--- src/rtl/comm_master.sv ---
// UART command master: sends a 3-byte 8N1 frame {cmd, data_hi, data_lo} and waits for a 1-byte reply.
// Optional response timeout is compiled in with `define COMM_MASTER_TMO_EN.
module comm_master #(
   parameter int BAUD_DIV = 2604,
   parameter int RESP_TMO = 5000000
) (
   input  logic        clk,
   input  logic        rst,
   input  logic        snd_cmd,
   input  logic [7:0]  cmd,
   input  logic [15:0] data,
   output logic        TX,
   input  logic        RX,
   output logic        busy,
   output logic [7:0]  resp,
   output logic        resp_rdy,
   output logic        cmd_cmplt,
   output logic        tmo
);

   localparam int CNT_W = $clog2(BAUD_DIV);
   localparam logic [CNT_W-1:0] BAUD_LAST = CNT_W'(BAUD_DIV - 1);
   localparam logic [CNT_W-1:0] HALF_LAST = CNT_W'(BAUD_DIV / 2 - 1);

   localparam logic [2:0] IDLE      = 3'd0;
   localparam logic [2:0] SND_CMD   = 3'd1;
   localparam logic [2:0] SND_HI    = 3'd2;
   localparam logic [2:0] SND_LO    = 3'd3;
   localparam logic [2:0] WAIT_RESP = 3'd4;

   logic [2:0]       r_state;
   logic [23:0]      r_buf;
   logic [CNT_W-1:0] r_txBaud;
   logic [3:0]       r_txBit;
   logic             r_tx;
   logic [7:0]       r_resp;
   logic             r_respRdy;
   logic             r_cmdCmplt;
   logic             r_tmo;

   logic [1:0]       r_rxSync;
   logic             r_rxPrev;
   logic             r_rxActive;
   logic [CNT_W-1:0] r_rxBaud;
   logic [3:0]       r_rxBit;
   logic [7:0]       r_rxData;

   logic [7:0] w_curByte;
   logic       w_txBitEnd;
   logic       w_rxIn;
   logic       w_rxFall;
   logic       w_rxSample;
   logic       w_rxValid;
   logic       w_tmoHit;

   always_comb begin
      w_curByte = r_buf[7:0];
      case (r_state)
         SND_CMD: w_curByte = r_buf[23:16];
         SND_HI:  w_curByte = r_buf[15:8];
         default: w_curByte = r_buf[7:0];
      endcase
   end

   assign w_txBitEnd = (r_txBaud == BAUD_LAST);

   // Receiver bit index: 0 = start-bit recheck at half period, 1..8 = data, 9 = stop.
   assign w_rxIn     = r_rxSync[1];
   assign w_rxFall   = r_rxPrev & ~w_rxIn;
   assign w_rxSample = r_rxActive &&
                       (((r_rxBit == 4'd0) && (r_rxBaud == HALF_LAST)) ||
                        ((r_rxBit != 4'd0) && (r_rxBaud == BAUD_LAST)));
   assign w_rxValid  = w_rxSample && (r_rxBit == 4'd9) && w_rxIn;

   always_ff @(posedge clk) begin
      if (rst) begin
         r_rxSync   <= 2'b11;
         r_rxPrev   <= 1'b1;
         r_rxActive <= 1'b0;
         r_rxBaud   <= '0;
         r_rxBit    <= 4'd0;
         r_rxData   <= 8'h00;
      end else begin
         r_rxSync <= {r_rxSync[0], RX};
         r_rxPrev <= w_rxIn;
         if (!r_rxActive) begin
            if (w_rxFall) begin
               r_rxActive <= 1'b1;
               r_rxBaud   <= '0;
               r_rxBit    <= 4'd0;
            end
         end else if (w_rxSample) begin
            r_rxBaud <= '0;
            if (r_rxBit == 4'd0) begin
               if (w_rxIn) begin
                  r_rxActive <= 1'b0;
               end else begin
                  r_rxBit <= 4'd1;
               end
            end else if (r_rxBit == 4'd9) begin
               r_rxActive <= 1'b0;
            end else begin
               r_rxData <= {w_rxIn, r_rxData[7:1]};
               r_rxBit  <= r_rxBit + 4'd1;
            end
         end else begin
            r_rxBaud <= r_rxBaud + 1'b1;
         end
      end
   end

`ifdef COMM_MASTER_TMO_EN
   localparam int TMO_W = $clog2(RESP_TMO + 1);
   localparam logic [TMO_W-1:0] TMO_LAST = TMO_W'(RESP_TMO - 1);

   logic [TMO_W-1:0] r_tmoCnt;

   always_ff @(posedge clk) begin
      if (rst || (r_state != WAIT_RESP)) begin
         r_tmoCnt <= '0;
      end else begin
         r_tmoCnt <= r_tmoCnt + 1'b1;
      end
   end

   assign w_tmoHit = (r_state == WAIT_RESP) && (r_tmoCnt == TMO_LAST);
`else
   // Never true; keeps RESP_TMO referenced in builds without the timeout.
   assign w_tmoHit = (RESP_TMO < 0);
`endif

   always_ff @(posedge clk) begin
      if (rst) begin
         r_state    <= IDLE;
         r_buf      <= 24'h000000;
         r_txBaud   <= '0;
         r_txBit    <= 4'd0;
         r_tx       <= 1'b1;
         r_resp     <= 8'h00;
         r_respRdy  <= 1'b0;
         r_cmdCmplt <= 1'b0;
         r_tmo      <= 1'b0;
      end else begin
         r_respRdy <= 1'b0;
         r_tmo     <= 1'b0;
         case (r_state)
            IDLE: begin
               if (snd_cmd) begin
                  r_buf      <= {cmd, data};
                  r_cmdCmplt <= 1'b0;
                  r_tx       <= 1'b0;
                  r_txBaud   <= '0;
                  r_txBit    <= 4'd0;
                  r_state    <= SND_CMD;
               end
            end
            SND_CMD, SND_HI, SND_LO: begin
               if (w_txBitEnd) begin
                  r_txBaud <= '0;
                  if (r_txBit == 4'd9) begin
                     r_txBit <= 4'd0;
                     case (r_state)
                        SND_CMD: begin r_tx <= 1'b0; r_state <= SND_HI;    end
                        SND_HI:  begin r_tx <= 1'b0; r_state <= SND_LO;    end
                        default: begin r_tx <= 1'b1; r_state <= WAIT_RESP; end
                     endcase
                  end else begin
                     r_tx    <= (r_txBit == 4'd8) ? 1'b1 : w_curByte[r_txBit[2:0]];
                     r_txBit <= r_txBit + 4'd1;
                  end
               end else begin
                  r_txBaud <= r_txBaud + 1'b1;
               end
            end
            WAIT_RESP: begin
               // A valid byte wins over a timeout landing in the same cycle.
               if (w_rxValid) begin
                  r_resp     <= r_rxData;
                  r_respRdy  <= 1'b1;
                  r_cmdCmplt <= 1'b1;
                  r_state    <= IDLE;
               end else if (w_tmoHit) begin
                  r_tmo   <= 1'b1;
                  r_state <= IDLE;
               end
            end
            default: r_state <= IDLE;
         endcase
      end
   end

   assign TX        = r_tx;
   assign busy      = (r_state != IDLE);
   assign resp      = r_resp;
   assign resp_rdy  = r_respRdy;
   assign cmd_cmplt = r_cmdCmplt;
   assign tmo       = r_tmo;

endmodule

--- config.mk ---
export PLATFORM = sky130hd
export DESIGN_NAME = comm_master
export DESIGN_NICKNAME = d
export VERILOG_FILES = /design/src/rtl/comm_master.sv
export SDC_FILE = /design/constraint.sdc
export NUM_CORES = 1
export LEC_CHECK = 0
export CAP_MARGIN = 20
export CORE_MARGIN = 1
export CORE_UTILIZATION = 51
export DETAILED_ROUTE_END_ITERATION = 6
export GPL_TIMING_DRIVEN = 0
export PLACE_DENSITY = 0.76
export SETUP_SLACK_MARGIN = 0.4
export SYNTH_ARGS = -nofsm -noshare
export SYNTH_HDL_FRONTEND = slang
export SYNTH_SLANG_ARGS = --single-unit
--- constraint.sdc ---
create_clock -name clk -period 2.1 [get_ports clk]
set_input_delay 0.315 -clock clk [delete_from_list [all_inputs] [get_ports clk]]
set_output_delay 0.315 -clock clk [all_outputs]
set_load 0.005 [all_outputs]
==> run metrics, run 1 <==
register area share after synthesis 40.7%; antenna-violating nets left 0; commonest non-fill, non-tap cell in the layout dfxtp_1; Clk pwr share 33.5%; Chip Width 90.9 um; peak fanout along the critical path 10; max-slew violations 0; GRT Overall Usage 27.0%; vias in the first global route 3853; GPL Wtd Cong 0.887; Remaining DRCs 0; area growth from synthesis to layout 40.6%; Via density 5.89; RSZ-0062 raised after global routing yes; required time of the worst setup path 2340 ps; global-route wire length before repair 18.0 mm; latest clock arrival within the worst-skew pair 360 ps; simple-gate share of the synthesized area 28.5%; setup-violating endpoint count in the final report 25; IO Pins 41; mux share of post-synthesis cell area 4.47%; Max-Cap Viols 0; CP endpoint kind flop; Worst-path clk slew 100 ps; worst slew pin tran 624 ps; slack of the worst reg-to-reg path -160 ps; Clock Tree Root clkbuf_8; nets 603; I/O Buffers 38; WL per Instance 17.3 um; synthesized area 0.00403 mm2; WHS Path Cells 3; Synth async-reset ratio 0%; DR vias 3983; Net Sw Frac 30.4%; total CTS buffers 9; gate count after technology mapping 478; clock tree sinks 82; power share of the combinational group 17.0%; most frequent cells in the layout dfxtp_1 (70), nand2_1 (68), nor2_1 (40); slew margin rel. 58.4%; Synth Area per Inst 8.43 um2; post-synthesis adder-cell area fraction 1.86%; DR pass1 iterations 5; Fmax achieved 0.442 GHz; fillers 525; CP Launch Type flop; Net Sw Power 1.02 mW; Max clock buf depth 2; core box area 0.00769 mm2; antenna diode count 0; Hold Buf Count CTS 0; type of the worst setup path flop to flop; Std-Cell Rows 32; Synth Area in Compound Gates 16.5%; VDD IR max 0.000402 V; final setup TNS -1670 ps; RR Startpoint r_rxActive$_SDFF_PP0_; clk_skew 11.9 ps; largest family of logic cells by synthesized area simple AND/OR/NAND/NOR gates; Worst EP arrival 2510 ps; Final Cycle Share 108%; Ys Warns 0; total grt overflow 0; initial antenna violation count 0; layout cells sized above 1 28.9%; hold path endpoint r_txBit[3]$_SDFFE_PP0P_; EDFF count, synth 0; HP Start rst; outcome finished with violations; Die ar. 0.00826 mm2; WL final 11.7 mm; Flop pwr share 49.6%; synth unique cells 66; Final Hold Viols 0; violated checks setup timing; xor and xnor fraction of the mapped netlist area 2.83%; H-tree levels 3; Die Y 90.9 um; largest net degree at the start of global routing 18; post-DP HPWL 6.57 mm; R2R cell count 6; Final min period 2260 ps; HP Class primary input to flop; Initial Util 52.4%; pre-CTS setup slack -131 ps; register bit count reported by yosys 82; fin util 73.7%; Top FF cell, synth dfxtp_1; Reg2Reg Capture Point r_rxBit[3]$_SDFFE_PP0P_; Leak Pwr 2.08 nW; CTS tree yes; Iter 0 DRT Violations 361; PnR worst setup slack -164 ps; Pwr Density 592 mW/mm2; Syn Nets 512; P_int 2.34 mW
[registers in the layout (all words and copies together) (netlist names)]
register,cells
r_rxData,8
r_rxActive,1
r_txBaud,12
r_rxBaud,12
TX,1
r_buf,24
cmd_cmplt,1
r_rxSync,2
r_state,3
r_rxPrev,1
r_rxBit,4
r_txBit,4
resp_rdy,1
resp,8
[cells in the mapped netlist, drive strengths merged (7+ instances only)]
library cell / n / share of area (%)
dfxtp: 82 / 41
nand2: 68 / 6.3
nor2: 43 / 4.0
a21oi: 38 / 4.8
o21ai: 26 / 3.3
clkbuf: 22 / 2.3
mux2i: 18 / 4.5
nor3: 16 / 2.1
inv: 15 / 1.4
nand3: 12 / 1.5
nand4: 9 / 1.4
a21o: 8 / 1.5
nor3b: 8 / 1.6
nor4bb: 8 / 2.0
xor2: 7 / 1.5
[worst max path at each step]
stage | startpoint | endpoint | slack (ps) | cells past startpoint
after floorplan | r_rxBit[1]$_SDFFE_PP0P_ | resp[0]$_SDFFE_PP0P_ | 60 | 8
after global placement | r_rxBaud[0]$_SDFFE_PP0N_ | resp[2]$_SDFFE_PP0P_ | -110 | 7
after detailed placement | r_rxBaud[0]$_SDFFE_PP0N_ | r_rxData[3]$_SDFFE_PP0P_ | -130 | 7
after CTS | r_rxBit[1]$_SDFFE_PP0P_ | resp[4]$_SDFFE_PP0P_ | -40 | 8
after global routing | r_rxActive$_SDFF_PP0_ | r_rxBit[3]$_SDFFE_PP0P_ | -230 | 6
final | r_rxActive$_SDFF_PP0_ | r_rxBit[3]$_SDFFE_PP0P_ | -160 | 6
[metrics by stage]
step	power (mW)	cells	area [um2]	hold WS, ps
floorplan	1.94	478	4120	389
global placement	2.07	618	4630	393
detailed placement	2.08	618	4630	410
CTS	3.28	668	5430	344
global route	3.49	676	5660	370
finish	3.36	676	5660	347
[metal layers]
metal | routed length, um | up-vias | global-route usage, % | part of all wire, %
li1 | - | 1879 | - | -
met1 | 4970 | 1886 | 32.5 | 42
met2 | 5770 | 177 | 47.5 | 49
met3 | 654 | 41 | 5.30 | 5.6
met4 | 297 | 0 | 9.52 | 2.5
met5 | 0 | - | 0 | 0
[repair_timing]
| action | in CTS | in global routing |
|---|---|---|
| gates resized for setup | 96 | 44 |
| buffers inserted | 30 | 8 |
| pin swaps | 31 | 11 |
| gates cloned | 4 | 0 |
| setup endpoints to repair | 76 | 76 |
[logic make-up (layout without fill, tap and decap cells)]
family,Yosys count,count (layout)
xor gates and xnor gates,13,13
muxes,18,18
and+or+nand+nor,211,211
DFF,82,82
other,1,1
buffers and inverters,43,139
AOI/OAI and AO/OA,104,104
adders and majority gates,6,6
[power by group through the flow]
| stage | logic (mW) | clock network, mW | registers [mW] |
|---|---|---|---|
| 6_report | 0.570 | 1.12 | 1.66 |
| 5_1_grt | 0.619 | 1.20 | 1.67 |
| 4_1_cts | 0.495 | 1.12 | 1.66 |
| 3_5_place_dp | 0.397 | 0 | 1.69 |
| 3_3_place_gp | 0.387 | 0 | 1.68 |
| 2_1_floorplan | 0.265 | 0 | 1.67 |
[area by class of cell]
cell class / instances / area, um2 / share of cell area, %
Clock buffer: 9 / 124 / 2.19
Buffer: 28 / 213 / 3.76
Multi-Input combinational cell: 353 / 2660 / 47.0
Timing Repair Buffer: 80 / 749 / 13.2
Tap cell: 102 / 128 / 2.25
Sequential cell: 82 / 1660 / 29.4
Inverter: 15 / 58.8 / 1.04
Clock inverter: 7 / 67.6 / 1.19
[worst max-delay path, cell delays in order (launching register included)]
cell and delay, ps:
dfxtp_1 370, clkbuf_2 310, nor4bb_1 420, nand4_1 220, a21oi_4 370, nor2_2 100, a311o_1 370
(Power assumes the default switching activity.)
==> inputs of run 2 (changes only) <==
PLACE_DENSITY = 0.73   (was 0.76)
SKIP_LAST_GASP = 1   (was unset)
clock period = 2.7 ns   (was 2.1 ns; I/O delays follow)
==> run 2 against run 1 <==
  * The run now ends clean
  * Wire length fell by 19%
  * Die area did not move
  * Final area fell by 13%
  * Count of clock-buffer cells in the layout rose by 2
  * Global-route usage fell by 3.3 points
  * Sequential share of layout area rose by 4.0 points
  * Highest routed layer unchanged
  * Largest power group unchanged
  * Sequential cell count did not move
  * Critical endpoint is now r_rxData[5]$_SDFFE_PP0P_
  * Sequential power fell by 23%
  * Power fell by 27%
==> run metrics, run 2 (synthesis gave the netlist of run 1 again) <==
outcome completed; Pwr Density 494 mW/mm2; Remaining DRCs 0; post-DP HPWL 6.47 mm; Max clock buf depth 2; final setup TNS 0 ps; global-route wire length before repair 15.9 mm; Leak Pwr 1.80 nW; max reg flops 24; Worst EP arrival 2460 ps; IO Pins 41; HP Class flop to flop; Die ar. 0.00826 mm2; initial antenna violation count 0; H-tree levels 3; fin util 64.2%; largest net degree at the start of global routing 15; I/O Buffers 38; vias in the first global route 3390; total grt overflow 0; Biggest register r_buf; clk_skew 11.1 ps; WL per Instance 14.5 um; Max-Cap Viols 0; CP Launch Type flop; register area 0.00165 mm2; RSZ-0062 raised after global routing yes; area of the multi-input gates 0.00225 mm2; DR vias 3688; Initial Util 52.4%; setup-violating endpoint count in the final report 0; PnR worst setup slack 468 ps; commonest non-fill, non-tap cell in the layout dfxtp_1; Die Y 90.9 um; DR pass1 iterations 5; area growth from synthesis to layout 22.5%; CTS tree yes; Iter 0 DRT Violations 270; Largest regs r_buf: 24 flops, r_rxBaud: 12 flops, r_txBaud: 12 flops; clock tree sinks 82; Hold Buf Count CTS 0; pre-CTS setup slack 306 ps; Worst-path clk slew 90 ps; Final min period 2230 ps; required time of the worst setup path 2930 ps; Fmax achieved 0.448 GHz; total CTS buffers 9; WL final 9.42 mm; Via density 5.67; layout cells sized above 1 12.6%; GRT Overall Usage 23.7%; nets 578; Chip Width 90.9 um; CP endpoint kind flop; antenna diode count 0; slew margin rel. 61.1%; most frequent cells in the layout dfxtp_1 (79), nand2_1 (68), nor2_1 (43); core box area 0.00769 mm2; max-slew violations 0; VDD IR max 0.000322 V; Std-Cell Rows 32; Final Cycle Share 82.7%; type of the worst setup path flop to flop; Clock Tree Root clkbuf_8; Final Hold Viols 0; worst hold slack 420 ps; antenna-violating nets left 0; fillers 670; GPL Wtd Cong 0.926; latest clock arrival within the worst-skew pair 350 ps; peak fanout along the critical path 7; worst slew pin tran 580 ps
[run 2: cell count changes in the layout (fill, tap and decap cells not counted), sizes merged]
cell and change:
buf -26, inv -5, clkbuf +3, clkinvlp +3
clkdlybuf4s15 -1, clkdlybuf4s50 +1
[run 2: cell type report]
type                       instances  share of cell area, %
timing repair buffer              55                   10.2
clock buffer                      11                   3.07
clock inverter                     5                  0.786
tap                              102                   2.59
buffer                            28                   3.12
inverter                          15                   1.19
multi-input combinational        353                   45.6
sequential                        82                   33.4
[run 2: per-stage QoR]
step                      instances  cell area, um2  total power [mW]
after floorplan                 478            4030              1.50
after global placement          618            4540              1.60
after detailed placement        618            4540              1.61
after CTS                       640            4800              2.44
after global routing            651            4940              2.55
final                           651            4940              2.44
[run 2: what timing repair did]
item / 4_1_cts / 5_1_grt
resized for setup: 9 / 15
setup buffers: 5 / 10
endpoints found under the setup margin: 20 / 29
pin swaps: 1 / 4
cloned: 1 / 1
[run 2: routing by layer]
| metal | global-route usage, % | up-vias | share of wire, % |
|---|---|---|---|
| met5 | 0 | - | 0 |
| met4 | 10.2 | 0 | 2.0 |
| met3 | 4.04 | 18 | 4.2 |
| met2 | 37.2 | 103 | 45 |
| met1 | 32.0 | 1737 | 49 |
| li1 | - | 1830 | - |
[run 2: worst paths after layout]
kind,cells after the start,to,start,slack (ps)
max,9,r_rxData[5]$_SDFFE_PP0P_,r_rxBit[1]$_SDFFE_PP0P_,470
min,1,r_rxSync[1]$_SDFF_PP1_,r_rxSync[0]$_SDFF_PP1_,420
max reg2reg,9,r_rxData[5]$_SDFFE_PP0P_,r_rxBit[1]$_SDFFE_PP0P_,470
min reg2reg,1,r_rxSync[1]$_SDFF_PP1_,r_rxSync[0]$_SDFF_PP1_,420
[run 2: worst max-delay path, stage by stage (launching register included)]
cell and delay [ps]:
dfxtp_2 330, inv_2 90, ha_4 150, or3b_4 400, nand4b_4 220, buf_4 180, a21oi_4 260, buf_2 220
mux2i_1 190, nor2_1 60
[run 2: where the power goes]
group	leakage [nW]	internal, mW	switching (mW)
logic	1.05	0.132	0.175
registers	0.668	1.25	0.0317
clock network	0.0838	0.386	0.464
total	1.80	1.77	0.671
